File: config.mk
export PLATFORM = sky130hd
export DESIGN_NAME = mmio_uart_tx
export DESIGN_NICKNAME = d
export VERILOG_FILES = /design/src/rtl/mmio_uart_tx_pkg.sv /design/src/rtl/mmio_uart_tx_sync_fifo.sv /design/src/rtl/mmio_uart_tx.sv
export SDC_FILE = /design/constraint.sdc
export NUM_CORES = 1
export LEC_CHECK = 0
export BUFFER_PORTS_ARGS = -buffer_cell sky130_fd_sc_hd__buf_2
export CORE_MARGIN = 2
export CORE_UTILIZATION = 45
export CTS_CLUSTER_DIAMETER = 150
export CTS_CLUSTER_SIZE = 24
export DETAILED_ROUTE_END_ITERATION = 8
export GPL_TIMING_DRIVEN = 1
export PLACE_DENSITY_LB_ADDON = 0.08
export SYNTH_ARGS = -nofsm -noshare
export SYNTH_HDL_FRONTEND = slang
export SYNTH_HIERARCHICAL = 1
export SYNTH_SLANG_ARGS = --single-unit
File: constraint.sdc
create_clock -name clk -period 3.2 [get_ports clk]
set_clock_uncertainty 0.2 [all_clocks]
set_input_delay 0.16 -clock clk [delete_from_list [all_inputs] [get_ports clk]]
set_output_delay 0.16 -clock clk [all_outputs]
set_load 0.02 [all_outputs]
File: src/rtl/mmio_uart_tx_pkg.sv
// Shared definitions for the memory-mapped UART transmitter: register offsets,
// STATUS bit positions and serializer state encodings.
package mmio_defs;
    localparam logic [31:0] TXDATA_OFS = 32'h0000_0000;
    localparam logic [31:0] STATUS_OFS = 32'h0000_0004;

    localparam int ST_FULL  = 0;
    localparam int ST_EMPTY = 1;
    localparam int ST_BUSY  = 2;
    localparam int ST_OVF   = 3;

    typedef enum logic [1:0] {
        S_IDLE  = 2'd0,
        S_START = 2'd1,
        S_DATA  = 2'd2,
        S_STOP  = 2'd3
    } tx_state_e;
endpackage

File: src/rtl/mmio_uart_tx_sync_fifo.sv
// Single-clock FIFO with occupancy counter; a push on a full FIFO is taken
// only when a pop happens in the same cycle.
module sync_fifo #(
    parameter int WIDTH = 8,
    parameter int DEPTH = 4
) (
    input  logic             clk,
    input  logic             reset,
    input  logic             push,
    input  logic             pop,
    input  logic [WIDTH-1:0] din,
    output logic [WIDTH-1:0] dout,
    output logic             full,
    output logic             empty
);
    localparam int AW = $clog2(DEPTH);
    localparam int CW = AW + 1;

    logic [WIDTH-1:0] mem [DEPTH];
    logic [AW-1:0]    wr_ptr;
    logic [AW-1:0]    rd_ptr;
    logic [CW-1:0]    count;
    logic             do_push;
    logic             do_pop;

    assign full    = (count == CW'(DEPTH));
    assign empty   = (count == '0);
    assign do_pop  = pop && !empty;
    assign do_push = push && (!full || do_pop);
    assign dout    = mem[rd_ptr];

    // Storage carries data only, so it is left out of reset.
    always_ff @(posedge clk) begin
        if (do_push) begin
            mem[wr_ptr] <= din;
        end
    end

    always_ff @(posedge clk) begin
        if (reset) begin
            wr_ptr <= '0;
            rd_ptr <= '0;
            count  <= '0;
        end else begin
            if (do_push) begin
                wr_ptr <= wr_ptr + 1'b1;
            end
            if (do_pop) begin
                rd_ptr <= rd_ptr + 1'b1;
            end
            case ({do_push, do_pop})
                2'b10:   count <= count + 1'b1;
                2'b01:   count <= count - 1'b1;
                default: count <= count;
            endcase
        end
    end
endmodule

File: src/rtl/mmio_uart_tx.sv
// Memory-mapped 8N1 UART transmitter: TXDATA stores feed a FIFO that a
// serializer drains onto tx; STATUS reports FIFO/serializer state.
module mmio_uart_tx
    import mmio_defs::*;
#(
    parameter logic [31:0] BASE_ADDR    = 32'hFFFF_0000,
    parameter int          CLKS_PER_BIT = 16,
    parameter int          FIFO_DEPTH   = 4
) (
    input  logic        clk,
    input  logic        reset,
    input  logic        we,
    input  logic [31:0] addr,
    input  logic [31:0] wd,
    output logic        hit,
    output logic [31:0] rd,
    output logic        tx
);
    localparam int              BAUD_W    = $clog2(CLKS_PER_BIT);
    localparam logic [BAUD_W-1:0] BAUD_LAST = BAUD_W'(CLKS_PER_BIT - 1);

    logic        sel_tx;
    logic        sel_st;
    logic        push;
    logic        pop;
    logic        full;
    logic        empty;
    logic [7:0]  dout;
    logic        overflow;
    logic        busy;
    logic        unused_wd;

    tx_state_e         state, state_n;
    logic [2:0]        bit_cnt, bit_n;
    logic [BAUD_W-1:0] baud_cnt, baud_n;
    logic [7:0]        shreg, shreg_n;
    logic              tx_n;
    logic              baud_last;

    assign sel_tx    = (addr == BASE_ADDR + TXDATA_OFS);
    assign sel_st    = (addr == BASE_ADDR + STATUS_OFS);
    assign hit       = sel_tx || sel_st;
    assign push      = we && sel_tx;
    assign busy      = (state != S_IDLE);
    assign unused_wd = ^wd[31:8];

    sync_fifo #(
        .WIDTH (8),
        .DEPTH (FIFO_DEPTH)
    ) u_fifo (
        .clk   (clk),
        .reset (reset),
        .push  (push),
        .pop   (pop),
        .din   (wd[7:0]),
        .dout  (dout),
        .full  (full),
        .empty (empty)
    );

    always_comb begin
        rd = '0;
        if (sel_st) begin
            rd[ST_FULL]  = full;
            rd[ST_EMPTY] = empty;
            rd[ST_BUSY]  = busy;
            rd[ST_OVF]   = overflow;
        end
    end

    // A dropped byte sets the flag; set is checked last so it wins over clear.
    always_ff @(posedge clk) begin
        if (reset) begin
            overflow <= 1'b0;
        end else begin
            if (we && sel_st && wd[ST_OVF]) begin
                overflow <= 1'b0;
            end
            if (push && full && !pop) begin
                overflow <= 1'b1;
            end
        end
    end

    always_ff @(posedge clk) begin
        if (reset) begin
            state    <= S_IDLE;
            bit_cnt  <= '0;
            baud_cnt <= '0;
            tx       <= 1'b1;
        end else begin
            state    <= state_n;
            bit_cnt  <= bit_n;
            baud_cnt <= baud_n;
            tx       <= tx_n;
        end
    end

    always_ff @(posedge clk) begin
        shreg <= shreg_n;
    end

    assign baud_last = (baud_cnt == BAUD_LAST);

    // tx is registered from the next-state view so it changes on the same
    // edge the state does.
    always_comb begin
        state_n = state;
        bit_n   = bit_cnt;
        baud_n  = baud_cnt;
        shreg_n = shreg;
        pop     = 1'b0;
        case (state)
            S_IDLE: begin
                if (!empty) begin
                    pop     = 1'b1;
                    shreg_n = dout;
                    bit_n   = '0;
                    baud_n  = '0;
                    state_n = S_START;
                end
            end
            S_START: begin
                if (baud_last) begin
                    baud_n  = '0;
                    state_n = S_DATA;
                end else begin
                    baud_n = baud_cnt + 1'b1;
                end
            end
            S_DATA: begin
                if (baud_last) begin
                    baud_n = '0;
                    if (bit_cnt == 3'd7) begin
                        bit_n   = '0;
                        state_n = S_STOP;
                    end else begin
                        bit_n   = bit_cnt + 3'd1;
                        shreg_n = {1'b0, shreg[7:1]};
                    end
                end else begin
                    baud_n = baud_cnt + 1'b1;
                end
            end
            S_STOP: begin
                if (baud_last) begin
                    baud_n = '0;
                    if (!empty) begin
                        pop     = 1'b1;
                        shreg_n = dout;
                        bit_n   = '0;
                        state_n = S_START;
                    end else begin
                        state_n = S_IDLE;
                    end
                end else begin
                    baud_n = baud_cnt + 1'b1;
                end
            end
            default: state_n = S_IDLE;
        endcase

        case (state_n)
            S_START: tx_n = 1'b0;
            S_DATA:  tx_n = shreg_n[0];
            default: tx_n = 1'b1;
        endcase
    end
endmodule

==> results of run 1 <==
-- worst max-delay path: stages (launching register included) --
cell	delay [ps]
dfxtp_1	360
inv_1	100
ha_1	320
or3_4	390
inv_2	80
o31ai_1	90
inv_1	70
ha_1	180
inv_1	70
fa_1	430
xor2_1	160
or3_2	400
a21oi_1	140
-- through the flow --
step	util, %	hold WS, ps	setup WS (ps)
floorplan	-	43.1	73.0
finish	54.5	16.4	152
global route	54.5	29.7	26.6
global placement	50.2	175	113
detailed placement	50.2	179	101
CTS	54.3	11.7	67.9
-- final timing paths --
check                                           start                           end  cells past startpoint
worst max-delay path              state[1]$_SDFF_PP0_  u_fifo/count[2]$_SDFFE_PP0P_                     12
worst min-delay path                            reset      baud_cnt[2]$_SDFFE_PP0P_                      2
worst max register to register    state[1]$_SDFF_PP0_  u_fifo/count[2]$_SDFFE_PP0P_                     12
worst min register to register  overflow$_SDFFE_PP0P_         overflow$_SDFFE_PP0P_                      2
-- sequential cells by signal (all words and copies together), names as in the netlist, named ones only --
| signal | count |
|---|---|
| tx | 1 |
| u_fifo/rd_ptr | 2 |
| u_fifo/count | 3 |
| state | 2 |
| overflow | 1 |
| u_fifo/wr_ptr | 2 |
| baud_cnt | 4 |
| u_fifo/mem | 32 |
| bit_cnt | 3 |
| shreg | 8 |
-- metal layers --
metal,up-vias,global-route usage (%),wire length (um)
met2,41,25.7,2760
met1,995,22.1,2740
met4,0,6.01,64
li1,1062,-,-
met3,7,4.55,169
met5,-,0,0
-- synth_stat cells (2+ instances only) --
cell type | number | share of area, %
nand2_1 | 7 | 0.84
clkbuf_1 | 4 | 0.48
or3_1 | 2 | 0.40
nand2b_1 | 6 | 1.2
a31oi_1 | 3 | 0.60
o21ai_0 | 6 | 0.96
a211oi_1 | 3 | 0.72
nand3_1 | 4 | 0.64
nor4b_1 | 2 | 0.56
buf_2 | 3 | 0.48
edfxtp_1 | 39 | 37
and3b_1 | 2 | 0.56
inv_1 | 12 | 1.4
nor2b_1 | 2 | 0.40
and3_1 | 4 | 0.80
ha_1 | 13 | 5.2
nor3_1 | 7 | 1.1
mux2i_1 | 9 | 2.9
nor2_1 | 28 | 3.4
nor4_1 | 3 | 0.60
and2_2 | 4 | 0.96
dfxtp_1 | 21 | 13
xor2_1 | 3 | 0.84
buf_4 | 28 | 6.7
inv_2 | 2 | 0.24
a21oi_1 | 16 | 2.6
nand4_1 | 4 | 0.80
mux4_2 | 8 | 5.8
-- power by group through the flow --
stage          combinational, mW  sequential [mW]  clock (mW)
6_report                   0.106            0.857       0.613
5_1_grt                    0.121            0.859       0.672
4_1_cts                    0.106            0.856       0.637
3_5_place_dp              0.0960            0.874           0
3_3_place_gp              0.0937            0.874           0
2_1_floorplan             0.0882            0.869           0
-- area by class of cell --
type	instances	area [sq um]	area share, %
clock inverters	7	56.3	1.53
well taps	80	100	2.72
inverters	14	52.6	1.43
clock buffers	9	124	3.36
multi-input cells	184	1340	36.4
flip-flops and latches	60	1600	43.3
repair buffers	68	415	11.3
-- timing repair --
action	4_1_cts	5_1_grt
hold endpoints to repair	33	0
hold buffers	10	0
gates resized for setup	0	6
endpoints found under the setup margin	0	1
-- cell families (layout without fill, tap and decap cells) --
logic type               Yosys count  in the layout  share of synthesized area [%]
XOR/XNOR                           3              3                          0.841
AND/OR/NAND/NOR                   83             83                           15.0
adder cells (fa/ha/maj)           14             14                           5.85
other                              1             28                          0.120
buffers and inverters             51             98                           9.85
AO/OA/AOI/OAI                     38             38                           8.25
flip-flops                        60             60                           50.9
multiplexers                      18             18                           9.13
==> impl_metrics.tcl, run 1 <==
set metrics [dict create \
    fp.dieH_um 87.3 \
    clock-sinks 60 \
    drv_cap 0 \
    yosysWarnings 6 \
    path_max_fanout 3 \
    final_hold_viol_count 0 \
    p_leak_nw 1.52 \
    dr.pass1.iters 4 \
    port_buffers 48 \
    ys_ff_latch 60 \
    dp_cells 396 \
    yosysUniqueCellTypes 51 \
    n_antenna_cell 0 \
    worst_pin_slew_ps 534 \
    nNetsFinal 418 \
    slew_viol_final 0 \
    stdcell_area_sq_um 3680 \
    avgSynthCellArea_sq_um 11.7 \
    grt_pass1_wl_um 9490 \
    p_per_area_nw_per_um2 428 \
    place_area_sq_um 3390 \
    finalPower_mw 1.58 \
    finalCriticalPeriod_ps 3050 \
    cts_setup_buffers 0 \
    min_period_over_period_pct 95.2 \
    seqPwrFrac_pct 54.4 \
    timing.slew.headroom_pct 64.4 \
    hold_class "input pin to register" \
    layout_commonest_cell "buf_2" \
    rrSetupSlack_ps 150 \
    critical_path_class "register to register" \
    ant_nets 0 \
    grt_pass1_vias 2012 \
    rsz0062_at_grt "no" \
    drc_errors 0 \
    avgRoutedWirePerCell_um 13.6 \
    internal_power_mw 1.18 \
    grt_overflow 0 \
    netlist_area_sq_um 3120 \
    instances_no_fill 422 \
    cp_data_arrival_time_ps 3120 \
    cts_tree "built" \
    grt_max_degree 22 \
    cts_inserted_buffers 9 \
    cp-end-kind "register" \
    drive_gt1_share_pct 30.4 \
    routed_wl_um 5730 \
    ys.flop_type "edfxtp_1" \
    status "complete, no violations" \
    fmax_mhz 328 \
    gp_congestion 0.800 \
    die-area_sq_um 7630 \
    synthArstFlopShare_pct 0 \
    via_count 2105 \
    cts_max_level 3 \
    clock_power_share_pct 38.9 \
    switching_power_mw 0.396 \
    fill_cells 587 \
    area_growth_pct 17.9 \
    worst_setup_path_start_kind "register" \
    synth_cells 268 \
    insertion_delay_ps 330 \
    crit_required_ps 3270 \
    start_util_pct 46.2 \
    synth-edff-count 39 \
    cts_root_buffer "clkbuf_8" \
    die_w_um 87.3 \
    synth-seq-area-share_pct 50.9 \
    rows 30 \
    antenna_found_initial 0 \
    cts_buffer_depth 2 \
    finalSetupViolations 0 \
    core_sq_um 6760 \
    grt_usage_pct 16.5 \
    fin_setup_tns_ps 0 \
    power_frac_comb_pct 6.7 \
    vias_per_cell 4.99 \
    drt-initial-drc-count 68 \
    io_pins 101 \
    cts.reportedPaths.clkPinSlew_ps 80 \
    peakVddDrop_mv 0.360 \
    final_cell_mix "buf_2, edfxtp_1, nor2_1, conb_1, dfxtp_1" \
    dp.final_hpwl_um 4170 \
    netSwitchingFraction_pct 25.1 \
]
Note: power is estimated with default switching activity, not from simulation.
==> run 2, diff against run 1 <==
==> constraint.sdc (replaced) <==
create_clock -name clk -period 3.7 [get_ports clk]
set_clock_uncertainty 0.2 [all_clocks]
set_input_delay 0.185 -clock clk [delete_from_list [all_inputs] [get_ports clk]]
set_output_delay 0.185 -clock clk [all_outputs]
set_load 0.02 [all_outputs]
==> run 2 against run 1 <==
Compared with the run above: final cell count down 1.4%; sequential power decreased by 14%; setup slack better by 330 ps; clock-buffer cell count stayed put; largest power group unchanged; largest cell class unchanged; hold slack better by 16 ps; critical path type unchanged; highest routed layer unchanged.
==> impl_metrics.tcl, run 2 (same netlist as run 1, synthesis figures left out) <==
set metrics [dict create \
    status "complete, no violations" \
    grt_max_degree 22 \
    crit_chain "ha_1 -> and3_1 -> a21oi_2 -> or3_1 -> inv_1 -> o31ai_1 -> inv_1 -> ha_1 -> inv_1 -> fa_1 -> xor2_1 -> or3_2 -> a21oi_1" \
    slew_viol_final 0 \
    rrSetupSlack_ps 480 \
    gp_congestion 0.829 \
    drv_cap 0 \
    largest_reg_flops 32 \
    grt_pass1_wl_um 9310 \
    cts_inserted_buffers 9 \
    place_area_sq_um 3350 \
    start_util_pct 46.2 \
    path_max_fanout 4 \
    grt_pass1_vias 1953 \
    area_growth_pct 17.3 \
    fill_cells 608 \
    clock_power_share_pct 44.1 \
    power_frac_comb_pct 6.2 \
    nNetsFinal 412 \
    cts_setup_buffers 0 \
    insertion_delay_ps 340 \
    n_antenna_cell 0 \
    cts_buffer_depth 2 \
    finalCriticalPeriod_ps 3220 \
    rows 30 \
    timing.slew.headroom_pct 65.0 \
    netSwitchingFraction_pct 22.6 \
    internal_power_mw 1.15 \
    drt-initial-drc-count 56 \
    cpMaxStageDelayCell "fa_1" \
    finalPower_mw 1.49 \
    p_leak_nw 1.52 \
    critical_path_class "register to register" \
    final_hold_viol_count 0 \
    min_period_over_period_pct 86.9 \
    die_w_um 87.3 \
    cts.reportedPaths.clkPinSlew_ps 70 \
    worst_setup_path_start_kind "register" \
    worst_pin_slew_ps 524 \
    reg_top3 "u_fifo/mem: 32 flops, shreg: 8 flops, baud_cnt: 4 flops" \
    vias_per_cell 5.00 \
    crit_path_max_incr_delay_ps 430 \
    cp_data_arrival_time_ps 3280 \
    grt_usage_pct 15.9 \
    avgRoutedWirePerCell_um 13.7 \
    dp.final_hpwl_um 3990 \
    fp.dieH_um 87.3 \
    crit_family "simple AND/OR/NAND/NOR gates" \
    peakVddDrop_mv 0.269 \
    seqPwrFrac_pct 49.7 \
    pre_cts_ws_ps 507 \
    antenna_found_initial 0 \
    ant_nets 0 \
    finalSetupViolations 0 \
    switching_power_mw 0.336 \
    via_count 2081 \
    core_sq_um 6760 \
    port_buffers 48 \
    crit_required_ps 3770 \
    cp_num_buf_inv 3 \
    dr.pass1.iters 4 \
    fmax_mhz 311 \
    hold_class "input pin to register" \
    routed_wl_um 5690 \
    crit_path_frequent_cell "inv_1" \
    stdcell_area_sq_um 3670 \
    cts_root_buffer "clkbuf_8" \
    layout_commonest_cell "buf_2" \
    cp-end-kind "register" \
    drc_errors 0 \
    top_register "u_fifo/mem" \
    cts_max_level 3 \
    cts_tree "built" \
    io_pins 101 \
    fin_setup_tns_ps 0 \
    die-area_sq_um 7630 \
    worst_slack_ps 484 \
    drive_gt1_share_pct 27.7 \
    rsz0062_at_grt "no" \
    grt_overflow 0 \
    final_cell_mix "buf_2, edfxtp_1, nor2_1, conb_1, dfxtp_1" \
    multiInputGateArea_sq_um 1330 \
    clock-sinks 60 \
    p_per_area_nw_per_um2 406 \
    seqCellArea_sq_um 1590 \
]
## run 2: cell count changes in the layout (fill, tap and decap cells not counted), moves of 2 or more
cell and change:
buf_4 -5, dfxtp_1 +3, dfxtp_2 -3, bufinv_16 +2, inv_6 -2
## run 2: stage by stage
step,util [%],instances,hold WS [ps]
floorplan,-,295,68.1
global placement,49.6,391,199
detailed placement,49.6,391,209
CTS,54.3,416,4.27
global route,54.3,416,47.6
finish,54.3,416,32.7
## run 2: final cells by class
type / instances / share of cell area (%)
sequential: 60 / 43.4
inverter: 14 / 1.43
multi-input combinational: 184 / 36.3
tap: 80 / 2.73
clock buffer: 9 / 3.38
clock inverter: 7 / 2.70
timing repair buffer: 62 / 10.0
## run 2: metal layers
metal	vias to the layer above	routed length, um	GRT usage, %
met5	-	0	0
met4	0	78	7.55
met3	9	190	3.79
met2	43	2700	24.8
met1	987	2720	20.8
li1	1042	-	-
## run 2: repair_timing
| item | CTS | global route |
|---|---|---|
| resized for setup | 0 | 0 |
| hold buffers | 9 | 0 |
| endpoints found under the hold margin | 33 | 0 |
## run 2: power by group through the flow
| stage | combinational, mW | sequential (mW) | clock (mW) |
|---|---|---|---|
| 2_1_floorplan | 0.0763 | 0.752 | 0 |
| 3_3_place_gp | 0.0811 | 0.755 | 0 |
| 3_5_place_dp | 0.0836 | 0.755 | 0 |
| 4_1_cts | 0.0914 | 0.740 | 0.676 |
| 5_1_grt | 0.103 | 0.742 | 0.697 |
| 6_report | 0.0916 | 0.740 | 0.656 |
## run 2: final timing paths
| path | start | to | cells after the start |
|---|---|---|---|
| worst max-delay path | baud_cnt[0]$_SDFFE_PP0P_ | u_fifo/count[2]$_SDFFE_PP0P_ | 13 |
| worst min-delay path | reset | baud_cnt[2]$_SDFFE_PP0P_ | 2 |
| worst max register to register | baud_cnt[0]$_SDFFE_PP0P_ | u_fifo/count[2]$_SDFFE_PP0P_ | 13 |
| worst min register to register | bit_cnt[2]$_SDFFE_PP0P_ | bit_cnt[2]$_SDFFE_PP0P_ | 2 |
